<file path="config.mk">
export PLATFORM = sky130hd
export DESIGN_NAME = hazard_unit_mc_flat
export DESIGN_NICKNAME = d
export VERILOG_FILES = /design/src/rtl/hazard_pkg.sv /design/src/rtl/hazard_unit_mc_if.sv /design/src/rtl/hazard_cmp.sv /design/src/rtl/hazard_unit_mc.sv /design/src/flat_wrapper.sv
export SDC_FILE = /design/constraint.sdc
export NUM_CORES = 1
export LEC_CHECK = 0
export ABC_AREA = 0
export ABC_CLOCK_PERIOD_IN_PS = 3200
export CORE_ASPECT_RATIO = 0.75
export CORE_MARGIN = 3
export CORE_UTILIZATION = 50
export CTS_CLUSTER_DIAMETER = 80
export DETAILED_ROUTE_END_ITERATION = 10
export PLACE_DENSITY = 0.84
export REMOVE_ABC_BUFFERS = 1
export SYNTH_ARGS = -nofsm -noshare
export SYNTH_HDL_FRONTEND = slang
export SYNTH_SLANG_ARGS = --single-unit
</file>
<file path="constraint.sdc">
create_clock -name clk -period 3.2 [get_ports clk]
set_input_delay 0.48 -clock clk [delete_from_list [all_inputs] [get_ports clk]]
set_output_delay 0.48 -clock clk [all_outputs]
set_load 0.02 [all_outputs]
</file>
<file path="src/rtl/hazard_pkg.sv">
// Shared types and helpers for the multi-cycle hazard unit.
// reg_match works on fields zero-padded to a fixed stride so one function serves any width.
package hazard_pkg;

    typedef enum logic {RUN, LOAD_STALL} hz_state_t;

    localparam int unsigned REG_ADDR_W_DEF = 3;
    localparam int unsigned MAX_OPS        = 8;
    localparam int unsigned MAX_ADDR_W     = 8;

    function automatic logic reg_match(input logic [MAX_ADDR_W-1:0]         dest,
                                       input logic [MAX_OPS*MAX_ADDR_W-1:0] ops,
                                       input logic [MAX_OPS-1:0]            valid);
        logic m;
        m = 1'b0;
        for (int i = 0; i < MAX_OPS; i++) begin
            if (valid[i] && ops[i*MAX_ADDR_W +: MAX_ADDR_W] == dest) begin
                m = 1'b1;
            end
        end
        return m;
    endfunction

endpackage

</file>
<file path="src/rtl/hazard_unit_mc_if.sv">
// Pipeline-side signal bundle of the hazard unit; slave is the hazard unit itself.
interface hazard_unit_mc_if #(
    parameter int unsigned REG_ADDR_W = hazard_pkg::REG_ADDR_W_DEF,
    parameter int unsigned NUM_OPS    = 2,
    parameter int unsigned CNT_W      = 16
);
    logic                          branch_taken;
    logic                          mem_read_dec;
    logic [REG_ADDR_W-1:0]         r_dest_dec;
    logic [NUM_OPS*REG_ADDR_W-1:0] r_ops_fetch;
    logic [NUM_OPS-1:0]            ops_valid_fetch;
    logic                          mem_busy;
    logic                          flush_fetch;
    logic                          flush_decode;
    logic                          stall_fetch;
    logic                          stall_decode;
    logic                          pc_write;
    logic [CNT_W-1:0]              stall_cycles;

    modport master (
        output branch_taken, mem_read_dec, r_dest_dec, r_ops_fetch, ops_valid_fetch, mem_busy,
        input  flush_fetch, flush_decode, stall_fetch, stall_decode, pc_write, stall_cycles
    );

    modport slave (
        input  branch_taken, mem_read_dec, r_dest_dec, r_ops_fetch, ops_valid_fetch, mem_busy,
        output flush_fetch, flush_decode, stall_fetch, stall_decode, pc_write, stall_cycles
    );
endinterface

</file>
<file path="src/rtl/hazard_cmp.sv">
// Load-use comparator: decode-stage load destination against every valid fetch-stage field.
module hazard_cmp
    import hazard_pkg::*;
#(
    parameter int unsigned REG_ADDR_W = REG_ADDR_W_DEF,
    parameter int unsigned NUM_OPS    = 2
) (
    input  logic                          mem_read,
    input  logic [REG_ADDR_W-1:0]         dest,
    input  logic [NUM_OPS*REG_ADDR_W-1:0] ops,
    input  logic [NUM_OPS-1:0]            valid,
    output logic                          hit
);
    logic [MAX_OPS*MAX_ADDR_W-1:0] ops_pad;
    logic [MAX_OPS-1:0]            valid_pad;
    logic [MAX_ADDR_W-1:0]         dest_pad;

    // Unused padded slots stay invalid, so they can never match.
    always_comb begin
        ops_pad   = '0;
        valid_pad = '0;
        for (int i = 0; i < NUM_OPS; i++) begin
            ops_pad[i*MAX_ADDR_W +: MAX_ADDR_W] = MAX_ADDR_W'(ops[i*REG_ADDR_W +: REG_ADDR_W]);
            valid_pad[i] = valid[i];
        end
    end

    assign dest_pad = MAX_ADDR_W'(dest);
    assign hit      = mem_read && reg_match(dest_pad, ops_pad, valid_pad);

endmodule

</file>
<file path="src/rtl/hazard_unit_mc.sv">
// Multi-cycle hazard controller: load-use stall with latency, memory-busy freeze,
// branch flush (deferred while memory is busy) and a saturating stall-cycle counter.
module hazard_unit_mc
    import hazard_pkg::*;
#(
    parameter int unsigned REG_ADDR_W   = REG_ADDR_W_DEF,
    parameter int unsigned NUM_OPS      = 2,
    parameter int unsigned LOAD_LATENCY = 1,
    parameter int unsigned CNT_W        = 16
) (
    input logic             clk,
    input logic             rst_n,
    hazard_unit_mc_if.slave bus
);
    localparam logic [3:0] CNT_INIT = 4'(LOAD_LATENCY - 1);

    hz_state_t        state_q, state_d;
    logic [3:0]       cnt_q, cnt_d;
    logic             pend_q, pend_d;
    logic [CNT_W-1:0] stall_cycles_q;
    logic             hit;
    logic             flush_go;
    logic             flush;
    logic             stall;
    logic             pc_write;

    hazard_cmp #(
        .REG_ADDR_W(REG_ADDR_W),
        .NUM_OPS   (NUM_OPS)
    ) u_cmp (
        .mem_read(bus.mem_read_dec),
        .dest    (bus.r_dest_dec),
        .ops     (bus.r_ops_fetch),
        .valid   (bus.ops_valid_fetch),
        .hit     (hit)
    );

    // A fresh branch and a deferred one are handled identically once memory is free.
    assign flush_go = !bus.mem_busy && (bus.branch_taken || pend_q);

    always_ff @(posedge clk or negedge rst_n) begin
        if (!rst_n) begin
            state_q <= RUN;
            cnt_q   <= 4'd0;
            pend_q  <= 1'b0;
        end else begin
            state_q <= state_d;
            cnt_q   <= cnt_d;
            pend_q  <= pend_d;
        end
    end

    always_comb begin
        state_d = state_q;
        cnt_d   = cnt_q;
        pend_d  = pend_q;
        if (bus.mem_busy) begin
            if (bus.branch_taken) pend_d = 1'b1;
        end else if (flush_go) begin
            state_d = RUN;
            cnt_d   = 4'd0;
            pend_d  = 1'b0;
        end else begin
            case (state_q)
                RUN: begin
                    if (hit && LOAD_LATENCY > 1) begin
                        state_d = LOAD_STALL;
                        cnt_d   = CNT_INIT;
                    end
                end
                LOAD_STALL: begin
                    if (cnt_q == 4'd1) begin
                        state_d = RUN;
                        cnt_d   = 4'd0;
                    end else begin
                        cnt_d = cnt_q - 4'd1;
                    end
                end
                default: state_d = RUN;
            endcase
        end
    end

    always_comb begin
        flush    = 1'b0;
        stall    = 1'b0;
        pc_write = 1'b1;
        if (bus.mem_busy) begin
            stall    = 1'b1;
            pc_write = 1'b0;
        end else if (flush_go) begin
            flush = 1'b1;
        end else if (state_q == LOAD_STALL || hit) begin
            stall    = 1'b1;
            pc_write = 1'b0;
        end
    end

    always_ff @(posedge clk or negedge rst_n) begin
        if (!rst_n) begin
            stall_cycles_q <= '0;
        end else if (!pc_write && stall_cycles_q != '1) begin
            stall_cycles_q <= stall_cycles_q + CNT_W'(1);
        end
    end

    assign bus.flush_fetch  = flush;
    assign bus.flush_decode = flush;
    assign bus.stall_fetch  = stall;
    assign bus.stall_decode = stall;
    assign bus.pc_write     = pc_write;
    assign bus.stall_cycles = stall_cycles_q;

endmodule

</file>
<file path="src/flat_wrapper.sv">
// flat-port wrapper written by rule: the top's interface ports become plain ports
module hazard_unit_mc_flat import hazard_pkg::*;
#(
    parameter int unsigned REG_ADDR_W   = REG_ADDR_W_DEF,
    parameter int unsigned NUM_OPS      = 2,
    parameter int unsigned LOAD_LATENCY = 1,
    parameter int unsigned CNT_W        = 16
)
  (clk, rst_n, bus_branch_taken, bus_mem_read_dec, bus_r_dest_dec, bus_r_ops_fetch, bus_ops_valid_fetch, bus_mem_busy, bus_flush_fetch, bus_flush_decode, bus_stall_fetch, bus_stall_decode, bus_pc_write, bus_stall_cycles);
  hazard_unit_mc_if #(.REG_ADDR_W(REG_ADDR_W), .NUM_OPS(NUM_OPS), .CNT_W(CNT_W)) bus_i ();
  input logic clk;
  input logic rst_n;
  input wire logic [$bits(bus_i.branch_taken)-1:0] bus_branch_taken;
  input wire logic [$bits(bus_i.mem_read_dec)-1:0] bus_mem_read_dec;
  input wire logic [$bits(bus_i.r_dest_dec)-1:0] bus_r_dest_dec;
  input wire logic [$bits(bus_i.r_ops_fetch)-1:0] bus_r_ops_fetch;
  input wire logic [$bits(bus_i.ops_valid_fetch)-1:0] bus_ops_valid_fetch;
  input wire logic [$bits(bus_i.mem_busy)-1:0] bus_mem_busy;
  output wire logic [$bits(bus_i.flush_fetch)-1:0] bus_flush_fetch;
  output wire logic [$bits(bus_i.flush_decode)-1:0] bus_flush_decode;
  output wire logic [$bits(bus_i.stall_fetch)-1:0] bus_stall_fetch;
  output wire logic [$bits(bus_i.stall_decode)-1:0] bus_stall_decode;
  output wire logic [$bits(bus_i.pc_write)-1:0] bus_pc_write;
  output wire logic [$bits(bus_i.stall_cycles)-1:0] bus_stall_cycles;
  assign bus_i.branch_taken = bus_branch_taken;
  assign bus_i.mem_read_dec = bus_mem_read_dec;
  assign bus_i.r_dest_dec = bus_r_dest_dec;
  assign bus_i.r_ops_fetch = bus_r_ops_fetch;
  assign bus_i.ops_valid_fetch = bus_ops_valid_fetch;
  assign bus_i.mem_busy = bus_mem_busy;
  assign bus_flush_fetch = bus_i.flush_fetch;
  assign bus_flush_decode = bus_i.flush_decode;
  assign bus_stall_fetch = bus_i.stall_fetch;
  assign bus_stall_decode = bus_i.stall_decode;
  assign bus_pc_write = bus_i.pc_write;
  assign bus_stall_cycles = bus_i.stall_cycles;
  hazard_unit_mc #(.REG_ADDR_W(REG_ADDR_W), .NUM_OPS(NUM_OPS), .LOAD_LATENCY(LOAD_LATENCY), .CNT_W(CNT_W)) u_core (.clk(clk), .rst_n(rst_n), .bus(bus_i));
endmodule
</file>
**Word-level counts from Yosys, hierarchy flattened**

Index checks and enable logic that the tools add are counted.
W data, S select, Z words.

- Input port bits: 16
- Output and inout bits: 21
- Flip-flop bits (word level): 22
- Logic and storage cells: 44

- Multiplexer cells: 19
- Equality and inequality tests: 5
- $add $sub $neg: 2
- Bitwise gates (word level): 1
- Reduce and logical (&&, ||, !) cells: 13

Operator list:

| kind | number |
|---|---|
| $add A16 B1 Y16 const B | 1 |
| $mux W1 | 16 |
| $ne A16 B16 Y1 const B | 1 |
| $mux W4 | 3 |
| $eq A3 B3 Y1 | 2 |
| $logic_and A1 B1 Y1 | 5 |
| $eq A4 B1 Y1 const B | 1 |
| $reduce_and A2 Y1 | 2 |
| $reduce_bool A2 Y1 | 2 |
| $sub A4 B1 Y4 const B | 1 |
| $logic_not A1 Y1 | 2 |
| $logic_or A1 B1 Y1 | 2 |
| $ne A2 B2 Y1 const B | 1 |
| $not A1 Y1 | 1 |

**Logic depth before layout (Yosys ltp)**

- Depth after elaboration: 11
- Mapped depth: 7
- Depth with buffers taken out: 7

**Hierarchy**

A second synthesis with hierarchy kept.

- Cell total of the unflattened synthesis: 119
- Area, all modules: 1227.4 µm²

By module, submodules not included:

| module | area each (µm²) | instances | cells an instance | seq. area each (µm²) |
|---|---|---|---|---|
| hazard_unit_mc | 1154.9 | 1 | 110 | 550.5 |
| hazard_cmp | 72.6 | 1 | 9 | 0.0 |

**Worst setup path after synthesis**

OpenSTA, ideal clock, no wires.

- Path kind: input port to output port
- Start: input bus_r_ops_fetch[3]
- End: output bus_stall_fetch
- Data required time: 2.720 ns
- Arrival: 1.932 ns
- Stages: 6
- Path slack: 0.788 ns
- Buffers on the path: 1
- Path through: xnor2_1 -> nand4_1 -> a21boi_0 -> o31ai_1 -> inv_1 -> buf_4

- Longest elaborated chain between the ends: 8

Ends and longest elaborated chain:

| what | line | text |
|---|---|---|
| start: declaration | flat_wrapper.sv:16 | `input wire logic [$bits(bus_i.r_ops_fetch)-1:0] bus_r_ops_fetch;` |
| $eq A3 B3 Y1 | hazard_pkg.sv:17 | `if (valid[i] && ops[i*MAX_ADDR_W +: MAX_ADDR_W] == dest) begin` |
| $logic_and A1 B1 Y1 | hazard_pkg.sv:17 |  |
| $mux W1 | hazard_pkg.sv:17 |  |
| $logic_and A1 B1 Y1 | hazard_cmp.sv:29 | `assign hit = mem_read && reg_match(dest_pad, ops_pad, valid_pad);` |
| $logic_or A1 B1 Y1 | hazard_unit_mc.sv:93 | `end else if (state_q == LOAD_STALL \|\| hit) begin` |
| $mux W1 | hazard_unit_mc.sv:93 |  |
| $mux W1 | hazard_unit_mc.sv:91 | `end else if (flush_go) begin` |
| $mux W1 | hazard_unit_mc.sv:88 | `if (bus.mem_busy) begin` |
| end: declaration | flat_wrapper.sv:21 | `output wire logic [$bits(bus_i.stall_fetch)-1:0] bus_stall_fetch;` |

Every way passes these cells.

**Worst setup path after layout**

- Start: input bus_r_dest_dec[1]
- End: output bus_stall_fetch

- Longest elaborated chain between the ends: 9
- Elaborated cells between the ends (all ways): 11
- Those cells by class: eq/ne: 2; mux: 5; reduce/logical: 4

Ends and longest elaborated chain:

| what | line | text |
|---|---|---|
| start: declaration | flat_wrapper.sv:15 | `input wire logic [$bits(bus_i.r_dest_dec)-1:0] bus_r_dest_dec;` |
| $eq A3 B3 Y1 | hazard_pkg.sv:17 |  |
| $logic_and A1 B1 Y1 | hazard_pkg.sv:17 |  |
| $mux W1 | hazard_pkg.sv:17 |  |
| $mux W1 * | hazard_pkg.sv:17 |  |
| $logic_and A1 B1 Y1 * | hazard_cmp.sv:29 |  |
| $logic_or A1 B1 Y1 * | hazard_unit_mc.sv:93 |  |
| $mux W1 * | hazard_unit_mc.sv:93 |  |
| $mux W1 * | hazard_unit_mc.sv:91 |  |
| $mux W1 * | hazard_unit_mc.sv:88 |  |

Mark *: on every way between the ends. The rest lies on a longest branch, timed or not.

==> run metrics <==
core footprint 0.00238 mm2; synth top area cells dfrtp_1, xnor2_1, nand4_1; largest net degree at the start of global routing 23; final setup fails 0; worst r2r dst u_core.bus.stall_cycles[14]; layout cells sized above 1 0.0788; register area 551 um2; Max-Cap Viols 0; Global Route met2 Usage 0.334; Net Sw Frac 0.355; DP Area 0.00167 mm2; Reg power frac 0.478; I/O Pins 37; Die Y 50.0 um; worst path cell trace clkdlybuf4s50_1 > xnor2_1 > nand4_1 > a21boi_0 > o31ai_1 > inv_1 > clkdlybuf4s50_1; Worst path most repeated cell clkdlybuf4s50_1; global placement routability congestion 0.735; GR peak layer met2; synthesized netlist cell count 130; post-cts sizing count 0; Tightest Pin Transition 949 ps; max incr delay on CP 600 ps; Synth Warn # 0; kind of critical path in -> out; worst vdd ir 0.391 mV; hold worst-path end u_core.pend_q; most common cell after layout, fill and taps aside clkdlybuf4s50_1; DRC 0; Slew headroom 0.366; Tmin final 2860 ps; Fin Setup TNS 0 ps; CTS Hold Bufs 0; Slowest cell on crit path clkdlybuf4s50_1; Area growth, synth to finish 30.6%; Max clock buf depth 2; vias 1071; worst-skew pair later-pin latency 300 ps; number of enable flip-flop cells after synthesis 0; Bufs and invs on worst path 3; initial antenna violation count 0; register bit total from synthesis 22; I/O Buffers 36; Worst-path clk slew 110 ps; Final period util 0.894; Fmax 0.349 GHz; area of the multi-input gates 686 um2; Die Area 0.00324 mm2; Avg Synthesized Cell Area 9.94 um2; GRT Resource Usage Total 0.195; Crit path max-delay family buffers and inverters; WL final 2.72 mm; hold path depth 2; initial core utilization 0.542; register area share after synthesis 0.426; post-synth top area share 0.426; DR vias/cell 5.38; clock sink count 22; ys async rst share 1.00; commonest cells after routing, fill and taps aside clkdlybuf4s50_1, dfrtp_1, xnor2_1; DR WL/cell 13.7 um; P_sw 296 uW; Worst Path Max Fanout 3; Logic pwr share 0.377; CP required 2720 ps; n_diodes 0; Cell Int Power 537 uW; post-CTS setup buffers 0; Critical Path AT 2380 ps; first-pass GRT wire length 4.95 mm; startpoint types input port; Synth cell types 39; fin area 0.00169 mm2; RSZ-0062 raised after global routing false; Worst Hold Launch u_core.pend_q; vias in the first global route 1098; drt pass-1 iters 4; CTS tree built; GR Overflow Total 0; CTS HTree Levels 1; Hold Slack 523 ps; Clock Skew 4.20 ps; antenna viol nets, final 0; r2r setup slk 1080 ps; total CTS buffers 3; fill cell count 212; Final #Nets 186; initial DRC count 44; Primary FF master, synth dfrtp_1; root buffer cell clkbuf_4; row count 15; clock share of power 0.145; P_leak 0.000709 uW; Post-Syn Area 0.00129 mm2; PwrDens 493 mW/mm2; status finished, final reports clean; Synth area leader dfrtp_1; chip width 64.7 um; Worst Hold Class reg -> reg; Critical Path End Type output port; M3 GR Usage 0.0638; fin. max-slew vios 0; RR Startpoint u_core.bus.stall_cycles[0]; M1 GR Usage 0.244; endpoints failing hold 0; R2R depth 6
[metrics by stage]
step / setup WS (ps) / total power (uW) / utilization / instances
global route: 179 / 893 / 0.708 / 199
floorplan: 929 / 567 / - / 126
global placement: 393 / 697 / 0.699 / 196
detailed placement: 371 / 720 / 0.699 / 196
finish: 339 / 833 / 0.708 / 199
CTS: 366 / 840 / 0.708 / 199
[metal layers]
layer  vias up  part of all wire
met3         2             0.049
met5         -                 0
met4         0            0.0033
li1        530                 -
met2        29              0.48
met1       510              0.47
[registers in the layout, indices dropped and copies added, names as in the netlist]
name / count
u_core.bus.stall_cycles: 16
u_core.cnt_q: 4
u_core.pend_q: 1
u_core.state_q: 1
[final cells by class]
cell class,instances,area share
multi-input cells,97,0.406
flip-flops and latches,22,0.326
repair buffers,36,0.213
well taps,34,0.0252
inverters,7,0.0156
clock buffers,3,0.0133
[synthesized netlist by cell type (2+ instances only)]
master,instances
nand2_1,7
o21ai_0,5
nand3_1,9
or2_2,2
nor2_1,8
buf_4,2
a21oi_1,3
nand4_1,8
ha_1,3
and3_1,5
a21boi_0,2
inv_1,7
nor3_1,2
xnor2_1,18
nand2b_1,4
dfrtp_1,22
[cells by family (layout without fill, tap and decap cells)]
group                    Yosys count  in the layout  share of synthesized area
flip-flops                        22             22                      0.426
buffers and inverters             11             46                     0.0436
XOR/XNOR                          18             18                      0.122
AO/OA/AOI/OAI                     16             16                     0.0852
adder cells (fa/ha/maj)            3              3                     0.0290
AND/OR/NAND/NOR                   56             56                      0.258
multiplexers                       4              4                     0.0368
[worst min-delay path: cells and delay by family (launching register included)]
family / cells / cell delay (ps)
DFF: 1 / 360
and+or+nand+nor: 2 / 130
[how the worst max path moves through the flow]
stage	slack, ps	startpoint	end	depth (start not counted)
after floorplan	930	bus_r_ops_fetch[3]	bus_stall_decode	5
final	340	bus_r_dest_dec[1]	bus_stall_fetch	7
after detailed placement	370	bus_r_dest_dec[1]	bus_stall_fetch	7
after global placement	390	bus_r_dest_dec[1]	bus_stall_decode	7
after CTS	370	bus_r_dest_dec[1]	bus_stall_fetch	7
after global routing	180	bus_r_dest_dec[0]	bus_stall_fetch	7
[power groups by stage]
stage	clock, uW	combinational (uW)	sequential (uW)
detailed placement	0	318	403
CTS	125	318	396
global route	142	344	407
global placement	0	303	394
finish	121	314	398
floorplan	0	136	430
(Power assumes the default switching activity.)
